==> src/rtl/fmdll_cfg_sequencer.sv <==
// rtl/fmdll_cfg_sequencer.sv - FMDLL configuration and lock-qualification sequencer
//
// Initiator side of the FMDLL control interface. A host hands over an M/N
// ratio through a valid/ready handshake. The sequencer then holds the FMDLL
// in reset, applies the ratio, releases reset and qualifies lock. Lock means
// Sel == 2'b00 for LOCK_STABLE consecutive samples. After a lock loss it
// re-qualifies lock without putting the FMDLL back into reset.
//
// Ports
//   clk_ext      in   reference clock, rising edge
//   rst_n        in   asynchronous active-low reset
//   cfg_valid    in   host presents cfg_M / cfg_N
//   cfg_ready    out  config can be accepted (IDLE, LOCKED, FAIL)
//   cfg_M        in   requested divide M
//   cfg_N        in   requested multiply N
//   cfg_err      out  1-cycle pulse on a handshake with M==0 or N==0
//   dll_M        out  M driven to FMDLL
//   dll_N        out  N driven to FMDLL
//   dll_rst_n    out  FMDLL reset, active low
//   dll_sel      in   FMDLL Sel status, same clock domain
//   locked       out  lock qualified and currently held
//   busy         out  in RESET_HOLD or WAIT_LOCK
//   timeout_err  out  sticky lock-timeout flag, cleared by the next accepted config

module fmdll_cfg_sequencer #(
  parameter int RST_HOLD    = 4,
  parameter int LOCK_STABLE = 8,
  parameter int TIMEOUT     = 1000,
  parameter int CW          = 10
) (
  input  logic       clk_ext,
  input  logic       rst_n,
  input  logic       cfg_valid,
  output logic       cfg_ready,
  input  logic [1:0] cfg_M,
  input  logic [3:0] cfg_N,
  output logic       cfg_err,
  output logic [1:0] dll_M,
  output logic [3:0] dll_N,
  output logic       dll_rst_n,
  input  logic [1:0] dll_sel,
  output logic       locked,
  output logic       busy,
  output logic       timeout_err
);

  localparam int SW = $clog2(LOCK_STABLE + 1);

  localparam logic [CW-1:0] HOLD_LAST  = CW'(RST_HOLD - 1);
  localparam logic [CW-1:0] TO_LIMIT   = CW'(TIMEOUT);
  localparam logic [CW-1:0] CNT_MAX    = '1;
  localparam logic [SW-1:0] STAB_LIMIT = SW'(LOCK_STABLE);
  localparam logic [SW-1:0] STAB_MAX   = '1;

  typedef enum logic [2:0] {
    S_IDLE,
    S_RESET_HOLD,
    S_WAIT_LOCK,
    S_LOCKED,
    S_FAIL
  } state_t;

  state_t        state;
  logic [CW-1:0] cnt;
  logic [SW-1:0] stab;

  logic          accept;
  logic          legal;
  logic          sel_ok;
  logic [CW-1:0] cnt_inc;
  logic [SW-1:0] stab_inc;
  logic          lock_hit;
  logic          timeout_hit;

  // cfg_ready is registered, so a handshake can only land in a ready state.
  assign accept = cfg_valid & cfg_ready;
  assign legal  = (cfg_M != 2'b00) && (cfg_N != 4'b0000);
  assign sel_ok = (dll_sel == 2'b00);

  // Saturating increments: neither counter ever wraps.
  assign cnt_inc  = (cnt == CNT_MAX) ? cnt : cnt + 1'b1;
  assign stab_inc = !sel_ok ? '0 : ((stab == STAB_MAX) ? stab : stab + 1'b1);

  // Both thresholds look at the post-increment value. The transition then
  // happens on the same edge as the qualifying sample. Lock is tested
  // first, so it wins a tie with timeout.
  assign lock_hit    = (stab_inc >= STAB_LIMIT);
  assign timeout_hit = (cnt_inc >= TO_LIMIT);

  always_ff @(posedge clk_ext or negedge rst_n) begin
    if (!rst_n) begin
      state       <= S_IDLE;
      cnt         <= '0;
      stab        <= '0;
      dll_M       <= 2'b01;
      dll_N       <= 4'b0001;
      dll_rst_n   <= 1'b0;
      locked      <= 1'b0;
      busy        <= 1'b0;
      timeout_err <= 1'b0;
      cfg_err     <= 1'b0;
      cfg_ready   <= 1'b0;
    end else begin
      cfg_err <= 1'b0;

      // A rejected config only raises cfg_err. Everything else carries on
      // as if no handshake had happened.
      if (accept && !legal) begin
        cfg_err <= 1'b1;
      end

      if (accept && legal) begin
        // Takes priority over whatever the current state would have done,
        // including a lock loss on the same edge.
        state       <= S_RESET_HOLD;
        dll_M       <= cfg_M;
        dll_N       <= cfg_N;
        dll_rst_n   <= 1'b0;
        locked      <= 1'b0;
        timeout_err <= 1'b0;
        cnt         <= '0;
        stab        <= '0;
        busy        <= 1'b1;
        cfg_ready   <= 1'b0;
      end else begin
        case (state)
          S_IDLE: begin
            cfg_ready <= 1'b1;
          end

          S_RESET_HOLD: begin
            // cnt counts 0..RST_HOLD-1. This keeps dll_rst_n low for exactly
            // RST_HOLD cycles after the accept edge.
            if (cnt >= HOLD_LAST) begin
              state     <= S_WAIT_LOCK;
              dll_rst_n <= 1'b1;
              cnt       <= '0;
              stab      <= '0;
            end else begin
              cnt <= cnt_inc;
            end
          end

          S_WAIT_LOCK: begin
            cnt  <= cnt_inc;
            stab <= stab_inc;
            if (lock_hit) begin
              state     <= S_LOCKED;
              locked    <= 1'b1;
              busy      <= 1'b0;
              cfg_ready <= 1'b1;
            end else if (timeout_hit) begin
              state       <= S_FAIL;
              timeout_err <= 1'b1;
              dll_rst_n   <= 1'b0;
              busy        <= 1'b0;
              cfg_ready   <= 1'b1;
            end
          end

          S_LOCKED: begin
            // A lock loss re-qualifies with the FMDLL left running.
            if (!sel_ok) begin
              state     <= S_WAIT_LOCK;
              locked    <= 1'b0;
              busy      <= 1'b1;
              cfg_ready <= 1'b0;
              cnt       <= '0;
              stab      <= '0;
            end
          end

          S_FAIL: begin
            dll_rst_n <= 1'b0;
          end

          default: begin
            state     <= S_IDLE;
            dll_rst_n <= 1'b0;
            locked    <= 1'b0;
            busy      <= 1'b0;
            cfg_ready <= 1'b1;
          end
        endcase
      end
    end
  end

endmodule

==> config.mk <==
export PLATFORM = sky130hd
export DESIGN_NAME = fmdll_cfg_sequencer
export DESIGN_NICKNAME = d
export VERILOG_FILES = /design/src/rtl/fmdll_cfg_sequencer.sv
export SDC_FILE = /design/constraint.sdc
export NUM_CORES = 1
export LEC_CHECK = 0
export CAP_MARGIN = 20
export CORE_ASPECT_RATIO = 0.75
export CORE_MARGIN = 2
export CORE_UTILIZATION = 45
export CTS_CLUSTER_DIAMETER = 150
export CTS_CLUSTER_SIZE = 12
export DETAILED_ROUTE_END_ITERATION = 12
export GPL_TIMING_DRIVEN = 1
export PLACE_DENSITY = 0.67
export SLEW_MARGIN = 20
export SYNTH_ARGS = -nofsm -noshare
export SYNTH_HDL_FRONTEND = slang
export SYNTH_SLANG_ARGS = --single-unit
==> constraint.sdc <==
create_clock -name clk_ext -period 2.75 [get_ports clk_ext]
set_clock_uncertainty 0.2 [all_clocks]
set_input_delay 0.55 -clock clk_ext [delete_from_list [all_inputs] [get_ports clk_ext]]
set_output_delay 0.55 -clock clk_ext [all_outputs]
set_load 0.02 [all_outputs]
; ---- After elaboration in Yosys (flattened, before gate mapping)
; Cells that the tools add are included.
[totals]
register_bits = 29
in_bits = 11
out_inout_bits = 12
[op_classes]
n_addsub = 2
magnitude_cmp = 3
eq_ne = 17
mux = 38
n_bitwise = 1
reduce_logical = 23
[ops]
columns = operator, n
row1 = $mux W10, 4
row2 = $pmux W10 S3, 1
row3 = $mux W4, 5
row4 = $mux W1, 17
row5 = $mux W3, 5
row6 = $ne A3 B3 Y1 const B, 5
row7 = $reduce_and A3 Y1, 5
row8 = $pmux W1 S3, 4
row9 = $pmux W3 S4, 1
row10 = $pmux W4 S3, 1
row11 = $add A10 B1 Y10 const B, 1
row12 = $eq A10 B10 Y1 const B, 1
row13 = $ge A10 B10 Y1 const B, 1
row14 = $ge A10 B2 Y1 const B, 1
row15 = $ne A2 B1 Y1 const B, 5
row16 = $reduce_and A4 Y1, 2
row17 = $reduce_bool A4 Y1, 2
row18 = $eq A3 B2 Y1 const B, 2
row19 = $reduce_bool A2 Y1, 3
row20 = $reduce_or A2 Y1, 3
row21 = $add A4 B1 Y4 const B, 1
row22 = $eq A4 B4 Y1 const B, 1
row23 = $ge A4 B4 Y1 const B, 1
row24 = $ne A4 B4 Y1 const B, 1
row25 = other kinds (9), 11

; ---- Logic depth before layout (Yosys ltp)
[depth]
ltp_word = 7
mapped_depth = 8

; ---- Worst setup path after synthesis
; OpenSTA, ideal clock, no wires.
[synth_path]
path_kind = register to register
start = reg cnt[0]
end = reg cnt[8]
t_arrival_ns = 2.114
required_ns = 2.473
setup_slack_ns = 0.358
stages_incl_launch_ff = 9
n_path_buf = 1
synth_period_minus_slack_ns = 2.392
path_cell_list = dfrtp_1 > ha_1 > or4_4 > nor4_4 > nand2_2 > a21boi_4 > buf_6 > o31ai_1 > a21oi_1
[synth_via]
elab_chain_cells = 5
elab_cells_between_ends = 7
cone_classes = add/sub: 1 / order compare: 1 / eq/ne: 1 / mux: 4
[synth_lines]
columns = element, line
row1 = start: declaration, 64  ; logic [CW-1:0] cnt;
row2 = start signal: assignment, 140  ; cnt <= cnt_inc;
row3 = start signal: assignment, 145  ; cnt <= cnt_inc;
row4 = $add A10 B1 Y10 / $eq A10 B10 Y1 (equally long branches), 81  ; assign cnt_inc = (cnt == CNT_MAX) ? cnt : cnt + 1'b1;
row5 = $mux W10, 81
row6 = $mux W10, 134  ; if (cnt >= HOLD_LAST) begin
row7 = $pmux W10 S3 (*), 126  ; case (state)
row8 = $mux W10 (*), 112  ; if (accept && legal) begin
; Every way passes the cells marked *; elsewhere a longest branch is shown, timed or not.
; A chain may end at the register's enable or synchronous reset.

; ---- Final worst setup path
[layout_path]
start = in cfg_N[3]
end = reg busy
[layout_via]
elab_chain_cells = 5
elab_cells_between_ends = 8
cone_classes = eq/ne: 3 / mux: 1 / reduce/logical: 4
[layout_lines]
columns = element, line
row1 = start: declaration, 36  ; input logic [3:0] cfg_N,
row2 = $reduce_bool A4 Y1 (*), 77  ; assign legal = (cfg_M != 2'b00) && (cfg_N != 4'b0000);
row3 = $logic_and A1 B1 Y1 (*), 77
row4 = $logic_and A1 B1 Y1 (*), 112
row5 = "$ne A4 B4 Y1 (no source line), or another cell as far along", -
row6 = $reduce_and A3 Y1 (no source line), -
row7 = end signal: assignment, 99  ; busy <= 1'b0;
row8 = end signal: assignment, 123  ; busy <= 1'b1;
row9 = end signal: assignment, 150  ; busy <= 1'b0;
row10 = end: declaration, 43  ; output logic busy,
; Marks and branches as above.

==> out/results.ini <==
[critical_path]
worstReg2RegEnd=cnt[3]
crit_cells=7
crit_slowest_cell=or4_4
reg2reg_slack_ns=0.22
crit_fanout=5
critPathCapture=busy
path_class=in2reg
slowest_delay_ns=0.54
timing.critical_path.cells=clkdlybuf4s50_1 -> or4_4 -> and3b_1 -> or3_1 -> nor2_4 -> a21boi_0 -> o32a_1
critPathTopFamily=simple AND/OR/NAND/NOR gates
cp-startpoint=cfg_N[3]
worstSetupStartpointType=primary input
worstRegToRegCells=8
required_ns=2.72
end_kind=register
r2r_start=cnt[0]
critPathArrivalTime_ns=2.60
path_buf_inv=1

[power_and_ir_drop]
p_clk_share_pct=16.4
finalPower_mw=2.02
seqPwrFrac_pct=33.4
p_leak_nw=0.932
peakVddDrop_mv=0.506
swShare_pct=39.9
p_sw_mw=0.806
p_comb_share_pct=50.2
intPower_mw=1.22
p_per_area_mw_per_mm2=934

[sta]
min_period_ns=2.63
finalCritPeriodShare_pct=95.7
finalSetupViolations=0
final_hold_viol_count=0
fmax_mhz=380
slew_viol_final=0
whs_ns=0.267
rsz0062_at_grt=false
slew_headroom_pct=50.0
worst_slew_pin_slew_ns=0.741

[floorplanning]
die_area_mm2=0.00432
rows=19
start_util_pct=46.8
die_h_um=57.4
die_x_um=75.2
core-area_mm2=0.00366
io_pins=23

[routing]
drt-total-wl_um=4000
final_antenna_net_count=0
drc=0
drt_iter0_markers=125
dr_total_vias=1553
drt-pass1-iter-count=4
avgViaCountPerCell=5.55
wl_per_cell_um=14.3

[clocking]
cts_buffer_depth=2
ctsRootBufferMaster=clkbuf_8
htree_num_levels=2
cts_resized=0
cts_tree=built
postCtsSetupRepairBufs=0
ctsHoldBuffers=0
clock-sinks=29
clk_pin_slew_ns=0.06
cts_inserted_buffers=5
clk_latency_ns=0.28

[synth]
synth_edf_count=0
netlist_area_mm2=0.00171
async_reset_ff_share_pct=100
yosysWarnings=0
synth_fp_nets=204
syn_area_per_cell_um2=8.97
synth_flop_cell=dfrtp_1
yosysSeqAreaShare_pct=42.5
synth_cells=191
ys_seq_elements=29
synth_cell_type_count=53

[finish]
register_area_um2=728
area_delta_synth_final_pct=26.4
antenna_cells=0
final_common_cell=nand2_1
layout-drive-gt1-share_pct=15.4
final_cell_mix=nand2_1 (33), dfrtp_1 (27), clkdlybuf4s50_1 (22)
fillerInstances=354
fin_nets=240
multiInputGateArea_um2=925

[worst_hold_path]
hold_path_class=reg2reg

[placed_design]
io_buffer_count=22
dp_hpwl_um=2960
globalplace.congestion=0.854

[run_status]
status=completed

[global_route]
grt_pass1_vias=1496
grt_overflow=0
grt_pass1_wl_um=7130
grt_max_degree=30
gr-usage-all-layers_pct=22.1
antenna_found_initial=0

[flow_run]
cap_violations=0

power groups by stage:
stage / clock (mW) / sequential, mW / combinational [mW]
after global placement: 0 / 0.671 / 0.984
after CTS: 0.338 / 0.674 / 1.02
after detailed placement: 0 / 0.680 / 1.01
after floorplan: 0 / 0.696 / 0.610
after global routing: 0.362 / 0.698 / 1.13
final: 0.331 / 0.676 / 1.01
routing by layer:
metal	vias up	GRT usage [%]	part of all wire (%)
met5	-	0	0
met4	0	8.52	1.5
met3	5	5.65	4.9
met2	37	31.6	44
met1	734	32.2	49
li1	777	-	-
worst min-delay path, delay by kind of cell, from the launching register on:
kind	cells	cell delay (ns)
and+or+nand+nor	2	0.10
DFF	1	0.37
registers in the layout (all words and copies together) (netlist names), 2 cells and up:
name	count
dll_M	2
stab	4
dll_N	4
cnt	10
state	3
layout make-up:
| type | count | area share (%) |
|---|---|---|
| tap | 52 | 3.00 |
| inverter | 4 | 0.693 |
| sequential | 29 | 33.6 |
| multi-input combinational | 149 | 42.7 |
| clock buffer | 8 | 3.70 |
| timing repair buffer | 38 | 16.3 |
metrics by stage:
step | setup WS (ns) | utilization (%) | TNS [ns] | cells | instance area (um2)
after floorplan | 0.358 | - | 0 | 191 | 1710
final | 0.118 | 59.2 | 0 | 280 | 2170
after global routing | 0.0375 | 59.2 | 0 | 280 | 2170
after global placement | -0.129 | 56.8 | -0.419 | 272 | 2080
after detailed placement | -0.211 | 56.8 | -0.834 | 272 | 2080
after CTS | 0.0838 | 59.0 | 0 | 280 | 2160
worst min-delay path by stage:
stage,cells past startpoint,slack (ns),start,to
3_5_place_dp,2,0.26,dll_M[0],dll_M[0]
3_3_place_gp,2,0.25,dll_M[0],dll_M[0]
4_1_cts,2,0.27,dll_M[0],dll_M[0]
5_1_grt,2,0.29,dll_M[0],dll_M[0]
2_1_floorplan,0,0.05,rst_n,busy
6_report,2,0.27,dll_N[0],dll_N[0]
kinds of logic (layout without fill, tap and decap cells):
logic type                 count (synthesis)  in the layout  synth area share, %
adders and majority gates                  2              2                 1.46
AOI/OAI and AO/OA                         60             60                 24.5
buffers and inverters                     13             50                 3.80
xor gates and xnor gates                   2              2                 1.02
and+or+nand+nor                           81             81                 24.3
muxes                                      4              4                 2.41
DFF                                       29             29                 42.5
synth_stat cells (all sizes together) (2+ instances only):
cell type,n,share of area (%)
o2111ai,2,1.0
ha,2,1.5
o31ai,5,2.5
inv,4,0.88
or3,2,0.73
nor2,16,3.7
mux2i,3,1.8
dfstp,2,3.1
o211ai,2,0.88
nand2,34,7.6
nand4,3,1.1
clkbuf,6,1.3
a21boi,4,2.4
nand2b,3,1.1
or2,2,0.73
o21ai,8,2.3
or4,2,1.3
a22o,2,1.0
xor2,2,1.0
and2,2,0.73
nand3,9,2.6
a21oi,19,5.6
buf,3,1.6
and3,2,0.73
dfrtp,27,39
a31oi,4,1.5
(Power assumes the default switching activity.)
